<file path="src/rtl/hazard_ctrl.sv">
// Hazard and data-memory sequencing controller: EX forwarding, load-use stall, branch flush, MEM wait FSM.
// Optional performance counters are built when HAZARD_PERF_CNT_EN is defined.
module hazard_ctrl #(
  parameter int unsigned MEM_TIMEOUT = 255
) (
  input  logic        clk,
  input  logic        reset,
  input  logic [4:0]  Rs1D,
  input  logic [4:0]  Rs2D,
  input  logic [4:0]  Rs1E,
  input  logic [4:0]  Rs2E,
  input  logic [4:0]  RdE,
  input  logic        ResultSrcE0,
  input  logic        PCSrcE,
  input  logic [4:0]  RdM,
  input  logic        RegWriteM,
  input  logic        MemAccessM,
  input  logic [4:0]  RdW,
  input  logic        RegWriteW,
  input  logic        dmem_ready,
  output logic        dmem_req,
  output logic [1:0]  ForwardAE,
  output logic [1:0]  ForwardBE,
  output logic        StallF,
  output logic        StallD,
  output logic        StallE,
  output logic        StallM,
  output logic        FlushD,
  output logic        FlushE,
  output logic        FlushW,
  output logic        mem_err,
  output logic [31:0] stall_cycles,
  output logic [31:0] flush_events
);

  typedef enum logic [1:0] {S_IDLE, S_WAIT, S_ERR} state_t;

  localparam logic [7:0] TIMEOUT_C = 8'(MEM_TIMEOUT);

  state_t     state_q, state_d;
  logic [7:0] cnt_q, cnt_d;
  logic       mem_err_q, mem_err_d;
  logic [7:0] cnt_inc;
  logic       lw_stall;
  logic       mem_stall;

  function automatic logic [1:0] fwd_sel(
    input logic [4:0] rs,
    input logic [4:0] rd_m,
    input logic       wr_m,
    input logic [4:0] rd_w,
    input logic       wr_w
  );
    if (wr_m && (rd_m != 5'd0) && (rd_m == rs))
      return 2'b10;
    else if (wr_w && (rd_w != 5'd0) && (rd_w == rs))
      return 2'b01;
    else
      return 2'b00;
  endfunction

  assign ForwardAE = fwd_sel(Rs1E, RdM, RegWriteM, RdW, RegWriteW);
  assign ForwardBE = fwd_sel(Rs2E, RdM, RegWriteM, RdW, RegWriteW);

  // A taken branch squashes the load in EX anyway, so no load-use stall is needed.
  assign lw_stall = ResultSrcE0 && (RdE != 5'd0) && ((RdE == Rs1D) || (RdE == Rs2D)) && !PCSrcE;

  assign cnt_inc = cnt_q + 8'd1;

  always_comb begin
    dmem_req  = 1'b0;
    mem_stall = 1'b0;
    state_d   = state_q;
    cnt_d     = cnt_q;
    mem_err_d = mem_err_q;
    StallF    = lw_stall;
    StallD    = lw_stall;
    StallE    = 1'b0;
    StallM    = 1'b0;
    FlushD    = PCSrcE;
    FlushE    = lw_stall || PCSrcE;
    FlushW    = 1'b0;

    if (state_q != S_ERR)
      dmem_req = MemAccessM;
    mem_stall = (dmem_req && !dmem_ready) || (state_q == S_ERR);

    case (state_q)
      S_IDLE: begin
        if (mem_stall) begin
          state_d = S_WAIT;
          cnt_d   = 8'd0;
        end
      end
      S_WAIT: begin
        if (dmem_ready) begin
          state_d = S_IDLE;
        end else if (mem_stall) begin
          cnt_d = cnt_inc;
          if (cnt_inc == TIMEOUT_C) begin
            state_d   = S_ERR;
            mem_err_d = 1'b1;
          end
        end else begin
          state_d = S_IDLE;
        end
      end
      S_ERR:   state_d = S_ERR;
      default: state_d = S_IDLE;
    endcase

    // Memory hold wins: a pending branch or load-use is re-evaluated after release.
    if (mem_stall) begin
      StallF = 1'b1;
      StallD = 1'b1;
      StallE = 1'b1;
      StallM = 1'b1;
      FlushW = 1'b1;
      FlushD = 1'b0;
      FlushE = 1'b0;
    end
  end

  always_ff @(posedge clk or posedge reset) begin
    if (reset) begin
      state_q   <= S_IDLE;
      cnt_q     <= 8'd0;
      mem_err_q <= 1'b0;
    end else begin
      state_q   <= state_d;
      cnt_q     <= cnt_d;
      mem_err_q <= mem_err_d;
    end
  end

  assign mem_err = mem_err_q;

`ifdef HAZARD_PERF_CNT_EN
  logic [31:0] stall_cnt_q, stall_cnt_d;
  logic [31:0] flush_cnt_q, flush_cnt_d;

  always_comb begin
    stall_cnt_d = stall_cnt_q;
    flush_cnt_d = flush_cnt_q;
    if (StallF && (stall_cnt_q != 32'hFFFF_FFFF))
      stall_cnt_d = stall_cnt_q + 32'd1;
    if (FlushE && (flush_cnt_q != 32'hFFFF_FFFF))
      flush_cnt_d = flush_cnt_q + 32'd1;
  end

  always_ff @(posedge clk or posedge reset) begin
    if (reset) begin
      stall_cnt_q <= 32'd0;
      flush_cnt_q <= 32'd0;
    end else begin
      stall_cnt_q <= stall_cnt_d;
      flush_cnt_q <= flush_cnt_d;
    end
  end

  assign stall_cycles = stall_cnt_q;
  assign flush_events = flush_cnt_q;
`else
  assign stall_cycles = 32'd0;
  assign flush_events = 32'd0;
`endif

endmodule

</file>
<file path="config.mk">
export PLATFORM = sky130hd
export DESIGN_NAME = hazard_ctrl
export DESIGN_NICKNAME = d
export VERILOG_FILES = /design/src/rtl/hazard_ctrl.sv
export SDC_FILE = /design/constraint.sdc
export NUM_CORES = 1
export LEC_CHECK = 0
export BUFFER_PORTS_ARGS = -buffer_cell sky130_fd_sc_hd__buf_2
export CAP_MARGIN = 20
export CORE_AREA = 2 2 85 87
export DETAILED_ROUTE_END_ITERATION = 12
export DIE_AREA = 0 0 87 89
export PLACE_DENSITY = 0.56
export RECOVER_POWER = 25
export SLEW_MARGIN = 30
export SYNTH_ARGS = -nofsm -noshare
export SYNTH_HDL_FRONTEND = slang
export SYNTH_SLANG_ARGS = --single-unit
</file>
<file path="constraint.sdc">
create_clock -name clk -period 1.6 [get_ports clk]
set_input_delay 0.24 -clock clk [delete_from_list [all_inputs] [get_ports clk]]
set_output_delay 0.24 -clock clk [all_outputs]
set_load 0.1 [all_outputs]
</file>
-- Word-level counts from Yosys, hierarchy flattened
Cells that the tools add are included.
- logic and storage cells: 60
- input bits: 43
- output and inout port bits: 77
- bits in registers: 11
- mux-type cells: 18
- reductions and logical operators: 23
- equal/unequal tests: 14
- $add $sub $neg: 1
- bitwise operators: 1
- operator list (operator ; number):
    equality test 5 bit ; 6
    2-to-1 mux 8 bit ; 3
    case mux 8 bit (2 select lines) ; 1
    nonzero test 5 bit ; 3
    2-to-1 mux 2 bit ; 6
    logical AND 1 bit ; 10
    adder 8 x 1 -> 8 bit, second input constant ; 1
    equality test 8 bit, second input constant ; 1
    != test 2 bit, second input constant ; 4
    AND reduction 4 bit ; 2
    2-to-1 mux 1 bit ; 7
    case mux 2 bit (3 select lines) ; 1
    != test 4 bit, second input constant ; 1
    logical OR 1 bit ; 3
    equality test 2 x 1 -> 1 bit, second input constant ; 1
    equality test 2 bit, second input constant ; 1
    logical NOT 1 bit ; 2
    logical NOT 2 bit ; 1
    AND reduction 2 bit ; 1
    nonzero test 2 bit ; 1
    inverter 1 bit ; 1

-- Depth between registers and ports, before layout
- word-level depth: 7
- mapped depth: 6
- gate-level depth less buffers: 6

-- Worst setup path after synthesis
No wires, ideal clock.
- kind: input -> output
- start point: in RdM[4]
- end point: out ForwardAE[0]
- cell stages on the path: 4
- data arrival time: 5445 ps
- data required time: 1360 ps
- path buffers: 0
- slack: -4085 ps
- path through: xnor2_1 nand3_1 nor4_1 nor4_1
- cells in the longest elaborated chain, start to end: 4
- elaborated cells on any way between the ends: 5
- classes of those cells: 1 x eq/ne; 1 x mux; 3 x reduce/logical
- ends and longest elaborated chain (what ; RTL line ; RTL):
    from (decl) ; 15 ; input logic [4:0] RdM,
    nonzero test 5 bit ; 54 ; if (wr_m && (rd_m != 5'd0) && (rd_m == rs))
    logical AND 1 bit ; 54 ;
    logical AND 1 bit (*) ; 54 ;
    2-to-1 mux 2 bit (*) ; 54 ;
    to (decl) ; 22 ; output logic [1:0] ForwardAE,
Mark *: on every way between the ends. The rest lies on a longest branch, timed or not.

-- Worst setup path after layout
- start point: in RdM[2]
- end point: out ForwardAE[0]
The elaborated chain is that of the path after synthesis.

==> results.yml <==
cells_and_area:
  final_common_cell: "conb_1"
  fillers: 709
  final_cells: 357
  diodes: 0
  area_delta_synth_final_pct: 57.5
  most-common-layout-cells: "64 x conb_1, 35 x buf_2, 29 x buf_4"
  drive_gt1_share_pct: 46.6
  nets: 323
grt:
  grt.total_usage_pct: 8.14
  overflow: 0
  grt_pass1_wl_um: 5130
  grt_pass1_vias: 1196
  antenna_found_initial: 0
  grt_start_max_net_pins: 12
timing:
  finalCriticalPeriod_ns: 1.88
  fin_skew_ns: 0.00368
  rsz0062_at_grt: "yes"
  max_freq_mhz: 533
  fin_crit_sh_pct: 117
  fin_ws_ns: -0.277
  finalHoldViolCount: 5
  setup_violations: 8
  fin_hold_ws_ns: -0.00354
  drv_slew: 0
flow_run:
  max-cap-violations: 0
status:
  status: "finished, violations left"
  failed_checks: "hold timing, setup timing"
yosys:
  ys_types: 33
  synth_edf_count: 0
  ys_seq_area_share_pct: 18.1
  synthesis.area_mm2: 0.00152
  syn_area_per_cell_um2: 8.05
  synth_ff_type: "dfrtp_1"
  syn_inst: 189
  synthArstFlopShare_pct: 100
  ys_ff_latch: 11
  ys_warn_count: 0
placed_design:
  dp_hpwl_um: 3070
  finalWeightedCongestion: 0.761
  portBuffers: 55
  placed_cells: 346
route:
  initialDrtViolationCount: 28
  drc_errors: 0
  ant_nets: 0
  vias: 1341
  wl_um: 3670
  viasPerCell: 3.76
  drt-wirelength-per-cell_um: 10.3
  drtPass1Iterations: 4
critical_path:
  cp_max_fo: 2
  critPathLaunchType: "input pin"
  required_ns: 1.36
  worst-endpoint-arrival_ns: 1.64
  worstSetupPathType: "input pin to output port"
  critPathCaptureType: "output port"
clocking:
  clock-sinks: 11
  ctsLongestPathBuffers: 2
  cts_buffers: 3
  root_buffer: "clkbuf_8"
  cts_max_level: 1
  cts_tree: "done"
  cts.clk_slew.worst_paths_ns: 0.06
  clock_latency_ns: 0.24
power:
  switchingPower_w: 0.000903
  p_seq_share_pct: 18.6
  ir_worst_vdd_uv: 394
  power_frac_comb_pct: 62.2
  pwr_density_cell_mw_per_mm2: 633
  p_sw_share_pct: 59.6
  clkPwrFrac_pct: 19.2
  p_leak_nw: 1.15
  internal_power_w: 0.000613
die:
  die_h_um: 89
  coreArea_mm2: 0.00672
  die_x_um: 87
  num_rows: 30
  boundaryPins: 120
  dieArea_mm2: 0.00774
  initial_core_util_pct: 22.6
min_path:
  min_path_type: "input pin to asynchronous set/reset pin"
==> Yosys cell counts, types with 2 or more instances <==
| cell type | count | share of area, % |
|---|---|---|
| a21oi_1 | 3 | 0.99 |
| a22o_1 | 3 | 1.7 |
| and2_1 | 3 | 1.2 |
| buf_4 | 67 | 33 |
| dfrtp_1 | 11 | 18 |
| ha_1 | 2 | 1.6 |
| inv_1 | 3 | 0.74 |
| inv_2 | 4 | 0.99 |
| nand2_1 | 7 | 1.7 |
| nand2b_1 | 3 | 1.2 |
| nand3_1 | 6 | 2.0 |
| nor2_1 | 5 | 1.2 |
| nor3_1 | 3 | 0.99 |
| nor4_1 | 4 | 1.6 |
| o21a_1 | 2 | 0.99 |
| o21ai_1 | 10 | 3.3 |
| o31ai_1 | 2 | 0.99 |
| or4_1 | 5 | 2.5 |
| xnor2_1 | 11 | 6.3 |
| xor2_1 | 22 | 13 |
==> logic make-up after synthesis <==
group | synth area share [%]
compound gates | 10.7
xor+xnor | 19.0
fa+ha+maj | 1.64
buf+inv | 35.3
flops | 18.1
other cells | 0.246
simple gates | 15.1
==> area by class of cell <==
cell class	count	area, um^2	area share [%]
multi-input combinational	165	1150	48.0
timing repair buffer	89	787	32.8
sequential	11	278	11.6
tap	80	100	4.18
clock buffer	4	45.0	1.88
inverter	8	35.0	1.46
==> flip-flops by register name, indices dropped and copies added (netlist names) <==
| register | cells |
|---|---|
| cnt_q | 8 |
| mem_err | 1 |
| state_q | 2 |
==> power by group through the flow <==
stage	logic, W	registers, W	clock network (W)
3_5_place_dp	0.000904	0.000286	0
5_1_grt	0.000977	0.000282	0.000309
3_3_place_gp	0.000901	0.000286	0
6_report	0.000943	0.000282	0.000292
2_1_floorplan	0.000891	0.000286	0
4_1_cts	0.000933	0.000281	0.000293
==> timing repair <==
item | 4_1_cts | 5_1_grt
buffers inserted | 5 | 4
endpoints found under the setup margin | 9 | 14
resized for setup | 20 | 15
hold endpoints to repair | 0 | 0
hold buffers | 0 | 0
pin swaps | 13 | 19
cloned | 0 | 0
==> final timing paths <==
| check | start | end | slack (ns) | depth (start not counted) |
|---|---|---|---|---|
| max | RdM[2] | ForwardAE[0] | -0.28 | 7 |
| min | reset | cnt_q[7] | -0.004 | 2 |
| max reg2reg | cnt_q[1] | state_q[0] | -0.02 | 5 |
| min reg2reg | mem_err | mem_err | 0.47 | 1 |
| max in group asynchronous | reset | cnt_q[0] | 1.26 | 2 |
| min in group clk | mem_err | mem_err | 0.47 | 1 |
==> layer usage <==
metal  vias up  GRT usage (%)  share of wire, %
li1        670              -                 -
met1       616           10.0                41
met2        55           15.0                53
met4         0           1.70                 0
met5         -              0                 0
met3         0           1.20               5.8
==> critical path, cell delays in order <==
cell     delay (ns)
buf_6          0.09
or4_4          0.53
o21ai_4        0.19
buf_6          0.13
nor4_4         0.05
nor4_4         0.19
buf_12         0.21
==> per-stage QoR <==
step / power (W) / TNS [ns] / area [um^2] / util [%] / setup WS, ns
2_1_floorplan: 0.00118 / -2.41 / 1910 / - / -0.831
3_3_place_gp: 0.00119 / -1.28 / 2150 / 32.0 / -0.309
3_5_place_dp: 0.00119 / -1.42 / 2150 / 32.0 / -0.314
4_1_cts: 0.00151 / -1.23 / 2310 / 34.3 / -0.295
5_1_grt: 0.00157 / -1.40 / 2400 / 35.7 / -0.311
6_report: 0.00152 / -1.01 / 2400 / 35.7 / -0.277
No activity file was read; power rests on OpenSTA's default activity.
